## src/rtl/core_seq_ctrl.sv

```systemverilog
// core_seq_ctrl
// Per-tile sequencer for the systolic core. It emits one registered 34-bit
// core instruction word per cycle. A tile loads `row` weight vectors, streams
// `nij` activation vectors through execute, then drains `nij` OFIFO results
// into the selected pmem bank.
//
// Ports
//   clk, reset          clock, synchronous active-high reset
//   start               one-cycle tile start, only sampled in IDLE
//   cfg_w_base          xmem address of the first weight vector
//   cfg_x_base          xmem address of the first activation vector
//   cfg_p_base          pmem address of the first output
//   cfg_nij             activation/output count
//   cfg_mode            0 = 2-bit, 1 = 4-bit (latched into mode)
//   cfg_acc             value driven on inst[33] during pmem writes
//   ofifo_valid         core OFIFO holds a full output vector
//   inst                core instruction word
//   mode, sel           latched mode, pmem bank select
//   busy, done          tile in progress, one-cycle end-of-tile pulse
//
// Instruction word: [33] acc, [32] CEN_pmem_n, [31] WEN_pmem_n,
// [30:20] A_pmem, [19] CEN_xmem_n, [18] WEN_xmem_n, [17:7] A_xmem,
// [6] ofifo_rd, [3] l0_rd, [2] l0_wr, [1] execute, [0] load.
//
// state   | meaning
// --------+---------------------------------------------------------
// IDLE    | waiting for start; inst holds the idle word
// WLOAD   | reading row weight vectors from xmem into L0 / array
// WSETTLE | row+1 cycles letting weights propagate through the array
// XEXEC   | streaming nij activation vectors with execute
// DRD     | ofifo_rd pulse for output d
// DWR     | pmem write of output d
// DWAIT   | OFIFO empty, idle word held until ofifo_valid
// DONE    | done pulse, sel toggled, back to IDLE next
module core_seq_ctrl #(
  parameter int row    = 2,
  parameter int col    = 2,
  parameter int addr_w = 11,
  parameter int cnt_w  = 11
) (
  input  logic              clk,
  input  logic              reset,
  input  logic              start,
  input  logic [addr_w-1:0] cfg_w_base,
  input  logic [addr_w-1:0] cfg_x_base,
  input  logic [addr_w-1:0] cfg_p_base,
  input  logic [cnt_w-1:0]  cfg_nij,
  input  logic              cfg_mode,
  input  logic              cfg_acc,
  input  logic              ofifo_valid,
  output logic [33:0]       inst,
  output logic              mode,
  output logic              sel,
  output logic              busy,
  output logic              done
);

  if (row < 1 || col < 1) begin : g_bad_geometry
    $error("core_seq_ctrl: row and col must be at least 1");
  end

  localparam logic [33:0]      IDLE_INST   = 34'h1800C0000;
  localparam logic [cnt_w-1:0] LAST_ROW    = cnt_w'(row - 1);
  localparam logic [cnt_w-1:0] LAST_SETTLE = cnt_w'(row);

  typedef enum logic [2:0] {
    S_IDLE, S_WLOAD, S_WSETTLE, S_XEXEC, S_DRD, S_DWR, S_DWAIT, S_DONE
  } state_t;

  state_t            state, state_n;
  logic [cnt_w-1:0]  cnt, cnt_n;
  logic [cnt_w-1:0]  d_cnt, d_cnt_n;
  logic [addr_w-1:0] w_base, w_base_n;
  logic [addr_w-1:0] x_base, x_base_n;
  logic [addr_w-1:0] p_base, p_base_n;
  logic [cnt_w-1:0]  nij, nij_n;
  logic              acc, acc_n;
  logic              mode_n, sel_n;
  logic [addr_w-1:0] a_w, a_x, a_p;
  logic [33:0]       inst_n;

  always_ff @(posedge clk) begin
    if (reset) begin
      state  <= S_IDLE;
      cnt    <= '0;
      d_cnt  <= '0;
      w_base <= '0;
      x_base <= '0;
      p_base <= '0;
      nij    <= '0;
      acc    <= 1'b0;
      inst   <= IDLE_INST;
      mode   <= 1'b0;
      sel    <= 1'b0;
      busy   <= 1'b0;
      done   <= 1'b0;
    end else begin
      state  <= state_n;
      cnt    <= cnt_n;
      d_cnt  <= d_cnt_n;
      w_base <= w_base_n;
      x_base <= x_base_n;
      p_base <= p_base_n;
      nij    <= nij_n;
      acc    <= acc_n;
      inst   <= inst_n;
      mode   <= mode_n;
      sel    <= sel_n;
      busy   <= (state_n != S_IDLE);
      done   <= (state_n == S_DONE);
    end
  end

  // Next-state logic. The registered inst/done/busy describe the state being
  // entered, so every output is derived from the *_n values.
  always_comb begin
    state_n  = state;
    cnt_n    = cnt;
    d_cnt_n  = d_cnt;
    w_base_n = w_base;
    x_base_n = x_base;
    p_base_n = p_base;
    nij_n    = nij;
    acc_n    = acc;
    mode_n   = mode;
    case (state)
      S_IDLE: begin
        if (start) begin
          w_base_n = cfg_w_base;
          x_base_n = cfg_x_base;
          p_base_n = cfg_p_base;
          nij_n    = cfg_nij;
          acc_n    = cfg_acc;
          mode_n   = cfg_mode;
          cnt_n    = '0;
          d_cnt_n  = '0;
          state_n  = S_WLOAD;
        end
      end
      S_WLOAD: begin
        if (cnt == LAST_ROW) begin
          cnt_n   = '0;
          state_n = (nij == '0) ? S_DONE : S_WSETTLE;
        end else begin
          cnt_n = cnt + 1'b1;
        end
      end
      S_WSETTLE: begin
        if (cnt == LAST_SETTLE) begin
          cnt_n   = '0;
          state_n = S_XEXEC;
        end else begin
          cnt_n = cnt + 1'b1;
        end
      end
      S_XEXEC: begin
        if (cnt == nij - 1'b1) begin
          cnt_n   = '0;
          d_cnt_n = '0;
          state_n = ofifo_valid ? S_DRD : S_DWAIT;
        end else begin
          cnt_n = cnt + 1'b1;
        end
      end
      S_DRD: state_n = S_DWR;
      S_DWR: begin
        if (d_cnt == nij - 1'b1) begin
          state_n = S_DONE;
        end else begin
          d_cnt_n = d_cnt + 1'b1;
          state_n = ofifo_valid ? S_DRD : S_DWAIT;
        end
      end
      S_DWAIT: begin
        if (ofifo_valid) state_n = S_DRD;
      end
      S_DONE:  state_n = S_IDLE;
      default: state_n = S_IDLE;
    endcase

    // DONE is only ever entered from WLOAD or DWR, so this flips sel once.
    sel_n = sel ^ (state_n == S_DONE);
  end

  assign a_w = w_base_n + addr_w'(cnt_n);
  assign a_x = x_base_n + addr_w'(cnt_n);
  assign a_p = p_base_n + addr_w'(d_cnt_n);

  always_comb begin
    inst_n = IDLE_INST;
    case (state_n)
      S_WLOAD: begin
        inst_n[19]   = 1'b0;
        inst_n[17:7] = 11'(a_w);
        inst_n[2]    = 1'b1;
        inst_n[0]    = 1'b1;
      end
      S_WSETTLE: begin
        inst_n[3] = 1'b1;
        inst_n[0] = 1'b1;
      end
      S_XEXEC: begin
        inst_n[19]   = 1'b0;
        inst_n[17:7] = 11'(a_x);
        inst_n[3]    = 1'b1;
        inst_n[2]    = 1'b1;
        inst_n[1]    = 1'b1;
      end
      S_DRD: inst_n[6] = 1'b1;
      S_DWR: begin
        inst_n[33]    = acc_n;
        inst_n[32]    = 1'b0;
        inst_n[31]    = 1'b0;
        inst_n[30:20] = 11'(a_p);
      end
      default: inst_n = IDLE_INST;
    endcase
  end

endmodule
```

## config.mk

```make
export PLATFORM = sky130hd
export DESIGN_NAME = core_seq_ctrl
export DESIGN_NICKNAME = d
export VERILOG_FILES = /design/src/rtl/core_seq_ctrl.sv
export SDC_FILE = /design/constraint.sdc
export NUM_CORES = 1
export LEC_CHECK = 0
export BUFFER_PORTS_ARGS = -buffer_cell sky130_fd_sc_hd__clkbuf_2
export CAP_MARGIN = 20
export CELL_PAD_IN_SITES_DETAIL_PLACEMENT = 1
export CELL_PAD_IN_SITES_GLOBAL_PLACEMENT = 1
export CORE_UTILIZATION = 35
export CTS_CLUSTER_SIZE = 25
export DETAILED_ROUTE_END_ITERATION = 10
export MAX_ROUTING_LAYER = met4
export PLACE_DENSITY_LB_ADDON = 0.05
export SYNTH_ARGS = -nofsm -noshare
export SYNTH_HDL_FRONTEND = slang
export SYNTH_SLANG_ARGS = --single-unit
```

## constraint.sdc

```tcl
create_clock -name clk -period 6.1 [get_ports clk]
set_clock_uncertainty 0.2 [all_clocks]
set_input_delay 0.61 -clock clk [delete_from_list [all_inputs] [get_ports clk]]
set_output_delay 0.61 -clock clk [all_outputs]
set_load 0.05 [all_outputs]
```

After elaboration in Yosys (flattened, before gate mapping)
Index checks and enable logic that the tools add are counted.

Bits in registers: 108. Bits of input ports: 50. Output and inout bits: 38. Word-level logic and storage cells: 82.

$add $sub $neg: 6. Equality and inequality tests: 17. Muxes and demuxes: 34. Bitwise gates (word level): 2. Reduce and logical (&&, ||, !) cells: 8.

Operators by type and width (number): $mux 11 (13); $pmux 11 s4 (1); $add 11x11->11 (3); $pmux 11 s3 (1); $pmux 3 s8 (1); $add 11x1->11 const B (2); $eq 11x11->1 (2); $pmux 11 s2 (1); $eq 3x3->1 const B (7); $mux 3 (6); $mux 14 (1); $eq 3x2->1 const B (4); $eq 11x1->1 const B (1); $eq 11x2->1 const B (1); $logic_not 11->1 (1); $sub 11x1->11 const B (1); $mux 1 (8); $reduce_or 2->1 (4); $eq 3x1->1 const B (2); $mux 2 (2); $logic_not 3->1 (1); $reduce_bool 3->1 (1); $reduce_and 2->1 (1); $not 1->1 (1); $xor 1x1->1 (1).

Logic depth before layout (Yosys ltp)
Gate-level depths: netlist of the first run.

Depth after elaboration: 7. Depth in mapped cells: 25. Depth with buffers taken out: 24.

Least setup slack after synthesis of the first run
OpenSTA, ideal clock, no wires.

Path kind: reg2reg. Start point: register nij[0]. End point: register inst[17]. Setup time: 115 ps. Arrival time: 4492 ps. Required time: 5785 ps. Slack: 1293 ps. Cell stages (with the launch flop): 23. Clock period less this slack: 4807 ps. Cells stage by stage: dfxtp_1 inv_1 ha_1 buf_2 or4b_2 nor4_1 o21ai_0 a2111oi_0 o32ai_1 buf_2 mux2i_1 ha_1 fa_1 a21oi_1 nor2_1 nor2_1 o21bai_1 a21oi_1 o21ai_0 a21o_1 a21oi_1 xnor2_1 nor2_1.

Longest elaborated chain between the ends: 6. Elaborated cells on any way between the ends: 16. Classes of those cells: 3 x add/sub; 4 x eq/ne; 8 x mux; 1 x reduce/logical.

RTL lines: start: declaration (RTL line 76) `logic [cnt_w-1:0] nij, nij_n;`; start signal: assignment (RTL line 104) `nij <= nij_n;`; $sub 11x1->11 or $logic_not 11->1 (tied branches) (RTL line 157, 167, 143); $eq 11x11->1 (tied with other cells) (RTL line 157) `if (cnt == nij - 1'b1) begin`; $mux 11 (tied with other cells) (RTL line 157); $pmux 11 s4 or $pmux 3 s8 (tied branches) (RTL line 126) `case (state)`; $add 11x11->11 (tied with other cells) (RTL line 186) `assign a_x = x_base_n + addr_w'(cnt_n);`; $pmux 11 s2 (*) (RTL line 191) `case (state_n)`; end signal: assignment (RTL line 106) `inst <= inst_n;`; end: declaration (RTL line 51) `output logic [33:0] inst,`.

Every way passes the cells marked *; elsewhere a longest branch is shown, timed or not. A chain may end at the register's enable or synchronous reset.

Worst setup path in the final report of the first run
Start point: register nij[0]. End point: register inst[16].

The elaborated chain is that of the path after synthesis.

==> results, run 1 <==
- The combinational power share is 36.6%.
- The hold path startpoint is cfg_nij[8].
- The total routing usage reported by global routing is 21.2%.
- The weighted congestion reported at the end of routability-driven placement is 0.845.
- The uppermost signal routing layer after detailed routing is met4.
- The prevailing post-synth register cell is dfxtp_1.
- The first global-routing pass estimated 26.3 mm of wire.
- The switching share of power is 38.5%.
- In this run the worst path has a maximum fanout of 9.
- The number of synthesized flops with an enable pin is 0.
- The share of synthesized area occupied by flip-flops and latches is 36.4%.
- The worst path in the final design needs a cycle of 5.65 ns, including I/O delays and setup.
- The initial antenna violation count is 0.
- The total net switching power is 900 uW.
- Ranked by total cell area, the synthesized netlist is headed by dfxtp_1 36%, mux2i_1 6.1%, nand2_1 5.6%.
- The type of the worst setup path is flop to flop.
- Measured along the x axis, the die boundary spans 130 um.
- The largest single stage delay on the critical path is 0.71 ns.
- The gate count of the mapped netlist is 696.
- In this run the critical register-to-register path is launched from nij[0].
- The total negative slack for setup checks is 0 ns.
- Grouping stages by cell kind, the critical path spends the most delay in compound AO/OA/AOI/OAI gates.
- The cell type of the slowest stage on the worst timing path is a2111oi_0.
- The number of pins exceeding their max-slew limit in the final report came to 0.
- During placement, the flow inserted port buffers numbering 84.
- Setup repair after global routing left no endpoint under its margin.
- The overall overflow remaining after global route is 0.
- In the finished design, the share of the clock period the worst path needs comes to 92.7%.
- The worst min-delay path category is input port to flop.
- The area growth from synthesis to layout is 15.8%.
- The largest area contributor in the synthesized netlist is dfxtp_1.
- The number of DRC markers after the initial detailed-route iteration is 177.
- The signal on the critical path passes through inv_1 -> ha_1 -> or4b_2 -> nor4_1 -> o21ai_0 -> a2111oi_0 -> o32ai_2 -> buf_4 -> mux2i_1 -> ha_1 -> a21o_1 -> a21oi_1 -> o21bai_1 -> a21oi_1 -> o21bai_1 -> a21oi_1 -> o21bai_1 -> a21oi_1 -> xor2_1 -> nor2_1.
- In this run the cell area of the synthesized design comes to 5730 um^2.
- Counting the buffers created by CTS gives 9.
- VDD sags by at most 0.160 mV.
- The maximum clock rate is 177 MHz.
- The maximum number of pins on one net before global-route repair is 76.
- Once detail routing completed, the nets flagged for antenna violations numbered 0.
- The total power per unit cell area is 352 nW/um^2.
- The count of distinct cell types in the synthesized netlist is 67.
- Row generation in the floorplan step produced 46 rows.
- The worst relative slew slack is 44.8%.
- The length of the first detailed-routing pass in iterations is 4.
- Along the worst hold path, the cell count comes to 3.
- The startpoint type of the worst setup path is a flop.
- The initial cell density of the core is 35.9%.
- In the routed layout, each cell is associated on average with a via count of 5.09.
- The count of endpoints failing hold in the final timing report was 0.
- Cells fill 41.6% of the core in the end.
- The number of setup violations in the final report is 0.
- The buffer depth of the longest clock path is 2.
- The final layout net count is 835.
- The wire-length estimate of the detail-placed layout is 12.5 mm.
- The repair_antennas step left the layout with diodes totalling 0.
- TritonCTS built the clock tree.
- The I/O pin count is 88.
- The number of remaining DRC errors is 0.
- Of the total power, the clock network draws 28.3%.
- Of the total power, registers draw 35.2%.
- Wires add up to 16.3 mm.
- The internal portion of the total power is 1440 uW.
- The flow ran to the end, and the final reports show no timing, DRC or antenna violations.
- Clock tree synthesis found a total of 104 sinks.
- The type of element capturing the critical path is a flop.
- The top-area cell type share of the netlist area is 36.4%.
- The logic depth of the worst register-to-register path is 20.
- The wire length per cell is 16.6 um.
- Across the run, the number of max-cap violations was 0.
- The core box area is 15900 um^2.
- Summing over every cut layer, the via total after detailed routing is 4979.
- The detailed router put a total of 8.05 mm of wire on met1.
- The number of levels the H-tree was split into is 3.
- Data on the critical path is required at its endpoint by 6.13 ns.
- The number of buffers and inverters on the critical path is 2.
- The data arrival time of the critical path is 5.69 ns.
- The critical path crosses 20 cells after its start point.
- After detailed routing, the met3 layer carries 546 um of wire.
- The clock insertion delay at the later pin of the skew report is 0.36 ns.
- In the final layout, the share of cells above drive strength 1 is 17.0%.
- The die covers 16900 um^2.
- The length of routed met2 wiring is 7.44 mm.
- The count of hold buffers inserted by post-cts repair is 0.
- The number of warning messages in the yosys log is 0.
- Summed over all cells, the static leakage comes to 0.00304 uW.
- The fraction of registers with async set or reset after synthesis is 0%.
- The clock transition at the registers of the reported paths is 0.07 ns.
- The library cell used as clock root buffer is clkbuf_16.
- In this design, the critical path's most frequently occurring cell is a21oi_1.
- The die height is 130 um.
- The slew at the pin closest to its max-slew limit is 0.827 ns.
- The critical path starts at nij[0].
- The post-synthesis average cell area is 8.23 um^2.
- The number of global-route vias before repair is 5163.
- The synthesized design contains 104 register bits.
[path summary, 6_finish.rpt]
path / end / slack (ns)
hold / removal: nij[8] / 0.27
setup / recovery: inst[16] / 0.45
hold reg to reg: mode / 0.27
setup reg to reg: inst[16] / 0.45
[placed cells by master, fill, tap and decap left out, drive strengths merged, types with 4 or more instances in the layout]
cell type | Yosys | layout
nor2b | 27 | 27
nand3 | 17 | 17
a31oi | 7 | 7
o22ai | 5 | 5
dfxtp | 104 | 104
inv | 26 | 28
nand2 | 86 | 86
xor2 | 21 | 21
or2 | 4 | 4
nand2b | 10 | 10
o21ai | 35 | 35
buf | 17 | 9
clkbuf | 26 | 94
o211ai | 4 | 4
nor4 | 6 | 6
ha | 25 | 25
a211oi | 4 | 4
mux2i | 35 | 35
nor3 | 15 | 15
o21bai | 4 | 4
a21oi | 50 | 50
and3 | 14 | 14
a21o | 8 | 8
xnor2 | 23 | 23
nor2 | 72 | 72
[per-stage QoR]
stage / hold slack [ns] / total power (uW) / instance area (um^2) / instances / setup slack [ns]
finish: 0.268 / 2340 / 6630 / 979 / 0.447
global route: 0.276 / 2480 / 6630 / 979 / 0.0390
CTS: 0.259 / 2370 / 6630 / 979 / 0.434
detailed placement: 0.262 / 1700 / 6290 / 963 / 0.488
global placement: 0.248 / 1670 / 6290 / 963 / 0.678
floorplan: 0.239 / 1470 / 5730 / 697 / 1.29
[sequential cells by signal, summed over array words and instances (netlist names)]
signal and flops:
d_cnt 11, busy 1, x_base 11, sel 1, w_base 11, p_base 11, cnt 11, inst 30
acc 1, nij 11, mode 1, done 1, state 3
[timing repair]
item	4_1_cts	5_1_grt
buffers inserted	0	0
endpoints found under the setup margin	0	1
resized for setup	0	1
endpoints found under the hold margin	0	0
[area by class of cell]
cell class,instances,area (um^2)
Inverter,26,97.6
Tap cell,216,270
Sequential cell,104,2080
Clock buffer,10,239
Multi-Input combinational cell,524,3360
Timing Repair Buffer,93,488
Fill cell,1952,9310
Clock inverter,6,98.8
[cells by family after synthesis]
logic type,synth area share (%)
AO/OA/AOI/OAI,15.6
XOR/XNOR,6.73
adder cells (fa/ha/maj),6.16
buffers and inverters,5.40
flip-flops,36.4
multiplexers,6.31
other,0.131
AND/OR/NAND/NOR,23.4
[cells in the mapped netlist, types with 15 or more instances]
| cell | number |
|---|---|
| inv_1 | 26 |
| nand2_1 | 86 |
| xor2_1 | 21 |
| nor2b_1 | 27 |
| o21ai_0 | 33 |
| ha_1 | 25 |
| a21oi_1 | 49 |
| xnor2_1 | 23 |
| nor2_1 | 67 |
| nand3_1 | 16 |
| dfxtp_1 | 104 |
| clkbuf_1 | 25 |
| nor3_1 | 15 |
| mux2i_1 | 35 |
[power by group through the flow]
stage                     Clock (uW)  Combinational, uW  Sequential [uW]
final                            661                854              821
after CTS                        684                864              822
after global placement             0                838              834
after floorplan                    0                556              916
after detailed placement           0                859              838
after global routing             705                944              833
[tightest hold or removal path, stage by stage]
cell and delay (ns):
clkbuf_2 0.08, nand2_1 0.05, a21oi_1 0.05
[routing by layer]
| layer | GRT usage (%) | up-vias |
|---|---|---|
| met2 | 32.8 | 71 |
| met1 | 28.2 | 2392 |
| met4 | 6.63 | 0 |
| met3 | 3.53 | 13 |
| met5 | - | - |
| li1 | - | 2503 |
(Power assumes the default switching activity.)
==> inputs of run 2 (changes only) <==
- REMOVE_ABC_BUFFERS: unset -> 1
==> run 2 against run 1 <==
Compared with the run above:
- final area shrank 0.53%
- cell count shrank 0.10%
- maximum frequency grew 1.7%
- sequential share of layout area grew 0.17 points
- power shrank 4.0%
- via count shrank 0.38%
- first-iteration DRC count grew 2.8%
- clock power shrank 13%
- non-clock buffer count is the same
- count of clock-buffer cells in the layout grew 2
- flip-flop and latch count is the same
- worst setup slack gained 0.096 ns
- largest cell class unchanged
==> results, run 2 (synthesis results as in run 1) <==
- The I/O pin count is 88 (unchanged).
- The total number of placement rows is 46 (unchanged).
- The die height is 130 um (unchanged).
- The total placed cells including tap cells is 963 (unchanged).
- The buffer depth of the longest clock path is 2 (unchanged).
- The cell area after layout is 6600 um^2 (-0.53%).
- The final antenna diode count is 0 (unchanged).
- The cell type of the slowest stage on the worst timing path is or3b_2.
- The fraction of final layout cells with drive strength greater than 1 was 16.9% (-0.11 points).
- The total clock buffers created by CTS is 9 (unchanged).
- The die boundary width is 130 um (unchanged).
- The number of buffers inserted by port buffering is 84 (unchanged).
- The number of levels the H-tree was split into is 3 (unchanged).
- The maximum fanout count along the critical path is 9 (unchanged).
- The non-filler instance count after layout is 978 (-0.10%).
- The overall overflow remaining after global route is 0 (unchanged).
- The number of pins exceeding their max-slew limit in the final report came to 0 (unchanged).
- The length of the first detailed-routing pass in iterations is 4 (unchanged).
- The max-capacitance violation count came to 0 (unchanged).
- The number of setup violations in the final report was 0 (unchanged).
- The vias per cell is 5.07 (-0.28%).
- The worst relative slew slack is 37.4% (-7.4 points).
- The count of hold buffers inserted by post-cts repair came to 0 (unchanged).
- The sum of routed wire length over all layers is 15.5 mm (-4.9%).
- Among cell families on the critical path, the largest total delay comes from compound AO/OA/AOI/OAI gates.
- The final layout net count is 835 (unchanged).
- The share of the clock period used by the worst path came to 91.1% (-1.6 points).
- The type of the worst setup path is flop to flop.
- The most numerous cell type found on the critical path is nor2_1.
- The core box area is 15900 um^2 (unchanged).
- The clock transition at the registers of the reported paths is 0.07 ns (about the same).
- The initial cell density of the core is 35.9% (unchanged).
- The number of resized instances in the post-cts repair step is 0 (unchanged).
- The total routing usage reported by global routing is 20.2% (-1.0 points).
- The first-pass GRT wire length is 25.5 mm (-3.3%).
- The critical path goes through inv_1 -> ha_1 -> or3b_2 -> a211oi_1 -> o31a_1 -> o211ai_1 -> and3_1 -> and4_1 -> nor2_1 -> nor2_1 -> a21oi_1 -> ha_1 -> nor2b_1 -> o21ai_0 -> a21boi_0 -> o21ai_0 -> a21boi_0 -> o21ai_1 -> a21oi_1 -> and4b_1 -> xor2_1 -> nor2_1.
- The total die area was 16900 um^2 (unchanged).
- The library cell used most frequently in the layout, excluding fill and tap cells, is dfxtp_1.
- The worst min-delay path category is flop to flop.
- The type of element capturing the critical path is a flop.
- The required time of the worst setup path is 6.14 ns (about the same).
- The slew at the pin closest to its max-slew limit came to 0.938 ns (+0.110 ns).
- In the layout the commonest cells are 104 x dfxtp_1, 86 x nand2_1, 84 x clkbuf_2.
- The library cell used as clock root buffer is clkbuf_16.
- Setup repair after global routing left no endpoint under its margin.
- The number of filler cells placed in the layout is 1965 (+0.67%).
- The flow ran to the end, and the final reports show no timing, DRC or antenna violations.
- The maximum clock rate came to 180 MHz (+1.7%).
- The area growth from synthesis to layout is 15.2%.
- The register with the most flip-flops is inst.
- The time the final worst path needs with I/O delays and setup is 5.56 ns (-0.0958 ns).
- The initial antenna violation count is 0 (unchanged).
- The cell area after placement is 6290 um^2 (unchanged).
- The total power per unit cell area is 340 nW/um^2 (-3.5%).
- The worst supply voltage drop on vdd is 0.156 mV (-2.2%).
- STA classifies the critical path startpoint as a flop.
- The number of flip-flops in the largest register came to 30 (unchanged).
- The count of endpoints failing hold in the final timing report is 0 (unchanged).
- The number of remaining DRC errors is 0 (unchanged).
- The maximum number of pins on one net before global-route repair came to 66 (-13%).
- The weighted congestion reported at the end of routability-driven placement was 0.748 (-12%).
- The number of global-route vias before repair is 5083 (-1.5%).
- The data arrival time of the critical path was 5.60 ns (-0.09 ns).
- The estimated wirelength of the detail-placed design is 11.9 mm (-4.2%).
- The number of DRC markers after the initial detailed-route iteration is 182 (+2.8%).
- The total negative slack for setup checks is 0 ns (unchanged).
- The wire length per cell was 15.8 um (-4.8%).
- The total buffers and inverters traversed by the critical path is 1 (-1).
- The via count is 4960 (-0.38%).
- The post-route antenna net violation count is 0 (unchanged).
- The number of buffers inserted to repair setup after CTS is 0 (unchanged).
- The number of sinks handled by clock tree synthesis is 104 (unchanged).
- The clock insertion delay at the later pin of the skew report is 0.35 ns (about the same).
- The TritonCTS clock tree is built.
- The leakage dissipation came to 0.00302 uW (-0.71%).
- The setup slack on the worst flop-to-flop path is 0.54 ns (+0.10 ns).
- The worst stage delay on the critical path is 0.51 ns (-0.20 ns).
[run 2: worst paths after layout]
kind           from        to  cells after the start
min reg2reg    mode      mode                      2
max reg2reg  nij[0]  inst[30]                     22
max          nij[0]  inst[30]                     22
min            mode      mode                      2
[run 2: routing by layer]
layer / track usage [%] / share of wire, %
met3: 2.42 / 2.8
met5: - / 0
met2: 31.4 / 45
met4: 6.50 / 1.2
met1: 27.2 / 51
[run 2: through the flow]
step                      hold slack (ns)  power [uW]  setup slack, ns  util [%]
after floorplan                     0.233        1440            0.561         -
after global placement              0.247        1660            0.295      39.5
after detailed placement            0.256        1680            0.209      39.5
after CTS                           0.266        2280            0.199      41.3
after global routing                0.285        2390           0.0469      41.4
final                               0.260        2240            0.543      41.4
[run 2: layout make-up]
cell class                 instances  area (um^2)  area share, %
timing repair buffer              93          488           7.39
inverter                          26         97.6           1.48
sequential                       104         2080           31.6
tap                              216          270           4.10
clock buffer                      12          246           3.74
clock inverter                     3         42.5          0.645
multi-input combinational        524         3370           51.1
[run 2: report_power, final]
group / switching [uW] / total (uW) / internal, uW
sequential: 54.2 / 812 / 758
combinational: 553 / 852 / 299
clock: 251 / 578 / 327
total: 858 / 2240 / 1380
[run 2: worst min-delay path: stages, from the launching register on]
cell and delay [ns]:
dfxtp_1 0.31, nand2_1 0.05, a21oi_1 0.05
==> inputs of run 3 (changes only) <==
- ABC_AREA: unset -> 1
==> run 3 against run 2 <==
Compared with the run above:
- worst setup slack better by 0.91 ns
- sequential share of layout area decreased by 1.6 points
- cell count rose by 16%
- flip-flop and latch count did not move
- clock power is 7.8% higher
- first-iteration DRC count up 7.1%
- combinational power down 14%
- via count is 13% higher
- count of clock-buffer cells in the layout shrank 3
- power down 4.8%
- critical path type unchanged
- highest routed layer unchanged
==> results, run 3 <==
- The most used standard cell by instance count after synthesis is nand2_1.
- The sum of routed wire length over all layers is 17.0 mm (+10%).
- Setup repair after global routing left no endpoint under its margin.
- The worst min-delay path category is input port to flop.
- The area of the mapped netlist is 6020 um^2 (+5.2%).
- The required time of the worst setup path is 6.16 ns (+0.02 ns).
- The total placed cells including tap cells is 1117 (+16%).
- The die height is 133 um (+2.5%).
- The worst relative slew slack is 52.1% (+15 points).
- The number of flip-flops in the largest register is 30 (unchanged).
- The post-route antenna net violation count is 0 (unchanged).
- Counting stages on the worst path, the most repeated cell is nand2_1.
- The fraction of registers with async set or reset after synthesis is 0% (unchanged).
- The cell type of the slowest stage on the worst timing path is ha_1.
- The share of synthesized area occupied by flip-flops and latches is 34.6% (-1.8 points).
- The number of buffers inserted by port buffering is 84 (unchanged).
- The utilization after layout is 41.6% (+0.20 points).
- The buffer depth of the longest clock path was 2 (unchanged).
- The count of hold buffers inserted by post-cts repair was 0 (unchanged).
- The count of endpoints failing hold in the final timing report is 0 (unchanged).
- The length of the first detailed-routing pass in iterations came to 4 (unchanged).
- The vias per cell is 4.94 (-2.7%).
- The final antenna diode count is 0 (unchanged).
- The maximum fanout count along the critical path is 8 (-1).
- The library cell used as clock root buffer is clkbuf_16.
- The final worst slack was 1.45 ns (+0.909 ns).
- The total negative slack for setup checks is 0 ns (unchanged).
- The max-capacitance violation count is 0 (unchanged).
- More flip-flops sit in one register than any other, and that register is inst.
- The share of the clock period used by the worst path came to 76.2% (-15 points).
- The number of remaining DRC errors was 0 (unchanged).
- The post-route total power was 2140 uW (-4.8%).
- TritonCTS built the clock tree.
- The number of synthesized flops with an enable pin is 0 (unchanged).
- The library cells used most frequently in the layout, excluding fill and tap cells, are 174 x nand2_1, 104 x dfxtp_1, 97 x inv_1.
- The gate count of the mapped netlist is 832 (+20%).
- The pre-CTS setup slack was 1.45 ns (+1.24 ns).
- The type of element capturing the critical path is a flop.
- The run finished with clean final reports.
- The number of filler cells placed in the layout was 2122 (+8.0%).
- The maximum clock rate is 215 MHz (+20%).
- The core box area was 16700 um^2 (+4.8%).
- After synthesis, the most frequently instantiated cells are 174 x nand2_1, 104 x dfxtp_1, 97 x inv_1, 86 x nor2_1, 66 x nand3_1.
- The estimated wirelength of the detail-placed design is 13.8 mm (+15%).
- The non-filler instance count after layout is 1133 (+16%).
- The number of global-route vias before repair was 6006 (+18%).
- The number of buffers inserted to repair setup after CTS is 0 (unchanged).
- The total number of placement rows is 47 (+2.2%).
- The I/O pin count was 88 (unchanged).
- The number of setup violations in the final report came to 0 (unchanged).
- The top-area cell type share of the netlist area came to 34.6% (-1.8 points).
- The combined area of the multi-input logic cells is 3430 um^2 (+1.8%).
- The total routing usage reported by global routing was 21.0% (+0.85 points).
- The wire length per cell is 15.0 um (-4.9%).
- The number of resized instances in the post-cts repair step is 0 (unchanged).
- The initial antenna violation count is 0 (unchanged).
- The total power per unit cell area is 307 nW/um^2 (-9.5%).
- The number of levels the H-tree was split into came to 3 (unchanged).
- The largest area contributor in the synthesized netlist is dfxtp_1.
- STA classifies the critical path startpoint as a flop.
- The number of DRC markers after the initial detailed-route iteration is 195 (+7.1%).
- The first-pass GRT wire length is 28.6 mm (+12%).
- The die boundary width is 133 um (+2.5%).
- The count of distinct cell types in the synthesized netlist came to 47 (-30%).
- The via count was 5593 (+13%).
- The total die area came to 17700 um^2 (+5.1%).
- The slew at the pin closest to its max-slew limit is 0.718 ns (-0.220 ns).
- The data arrival time of the critical path is 4.71 ns (-0.89 ns).
- The count of state elements after synthesis is 104 (unchanged).
- The leading cell type in the layout, fill and taps excluded is nand2_1.
- The fraction of final layout cells with drive strength greater than 1 came to 17.7% (+0.81 points).
- The time the final worst path needs with I/O delays and setup is 4.65 ns (-0.909 ns).
- The initial cell density of the core is 36.1% (+0.14 points).
- The number of pins exceeding their max-slew limit in the final report is 0 (unchanged).
- Ranked by total cell area, the synthesized netlist is headed by dfxtp_1 35%, nand2_1 11%, inv_1 6.0%.
- The worst stage delay on the critical path is 0.37 ns (-0.14 ns).
- The hold path startpoint is cfg_p_base[8].
- The reg-to-reg critical path startpoint is nij[0].
- The overall overflow remaining after global route was 0 (unchanged).
- The number of warning messages in the yosys log is 0 (unchanged).
- The number of sinks handled by clock tree synthesis is 104 (unchanged).
- The maximum number of pins on one net before global-route repair is 60 (-9.1%).
- The final layout net count came to 985 (+18%).
- The clock insertion delay at the later pin of the skew report came to 0.36 ns (about the same).
- The worst setup path is of the flop to flop kind.
- The total clock buffers created by CTS is 9 (unchanged).
- The launching instance or port of the critical path is nij[0].
- The area of all sequential standard cells is 2080 um^2 (unchanged).
- The area growth from synthesis to layout is 15.3% (about the same).
- The prevailing post-synth register cell is dfxtp_1.
- The weighted congestion reported at the end of routability-driven placement came to 0.867 (+16%).
- The post-synthesis average cell area came to 7.24 um^2 (-12%).
- The leakage dissipation is 0.00341 uW (+13%).
- The clock transition at the registers of the reported paths is 0.08 ns (about the same).
- The worst supply voltage drop on vdd is 0.146 mV (-6.9%).
## run 3: layout make-up
cell class,instances,area share (%)
Clock inverter,7,1.33
Clock buffer,9,3.24
Multi-Input combinational cell,603,49.4
Tap cell,220,3.96
Sequential cell,104,30.0
Inverter,102,5.58
Timing Repair Buffer,88,6.48
## run 3: routing by layer
metal | up-vias | track usage (%) | wire length (um)
met5 | - | - | 0
met4 | 0 | 8.21 | 388
met3 | 24 | 2.21 | 343
met2 | 67 | 39.2 | 8990
met1 | 2647 | 22.7 | 7320
li1 | 2855 | - | -
## run 3: final timing paths
check                    to  slack [ns]  cells after the start
setup reg to reg   inst[30]        1.45                     29
hold / removal    p_base[8]        0.28                      3
hold reg to reg         acc        0.28                      2
setup / recovery   inst[30]        1.45                     29
## run 3: cell families (layout without fill, tap and decap cells)
kind of cell               count (synthesis)  in the layout  share of synthesized area (%)
other                                      2              3                          0.125
buffers and inverters                    126            206                           8.58
adders and majority gates                 27             27                           5.86
DFF                                      104            104                           34.6
muxes                                     34             34                           5.65
and+or+nand+nor                          399            399                           30.9
xor gates and xnor gates                  21             21                           3.18
AOI/OAI and AO/OA                        119            119                           11.1
## run 3: critical path: cells and delay by family, from the launching register on
family                   cells  cell delay [ns]
flip-flops                   1             0.34
buffers and inverters        3             0.30
AO/OA/AOI/OAI                3             0.55
XOR/XNOR                     2             0.33
adder cells (fa/ha/maj)      3             0.87
AND/OR/NAND/NOR             18             1.97
## run 3: power by group
group          switching (uW)  total [uW]  leakage (uW)  internal, uW
clock network             293         623      0.000156           330
registers                36.5         781      0.000850           745
logic                     501         731       0.00240           230
total                     830        2140       0.00341          1310
## run 3: metrics by stage
| step | instance area (um^2) | hold slack, ns |
|---|---|---|
| global placement | 6630 | 0.265 |
| global route | 6950 | 0.291 |
| finish | 6950 | 0.282 |
| floorplan | 5900 | 0.248 |
| detailed placement | 6630 | 0.274 |
| CTS | 6950 | 0.270 |
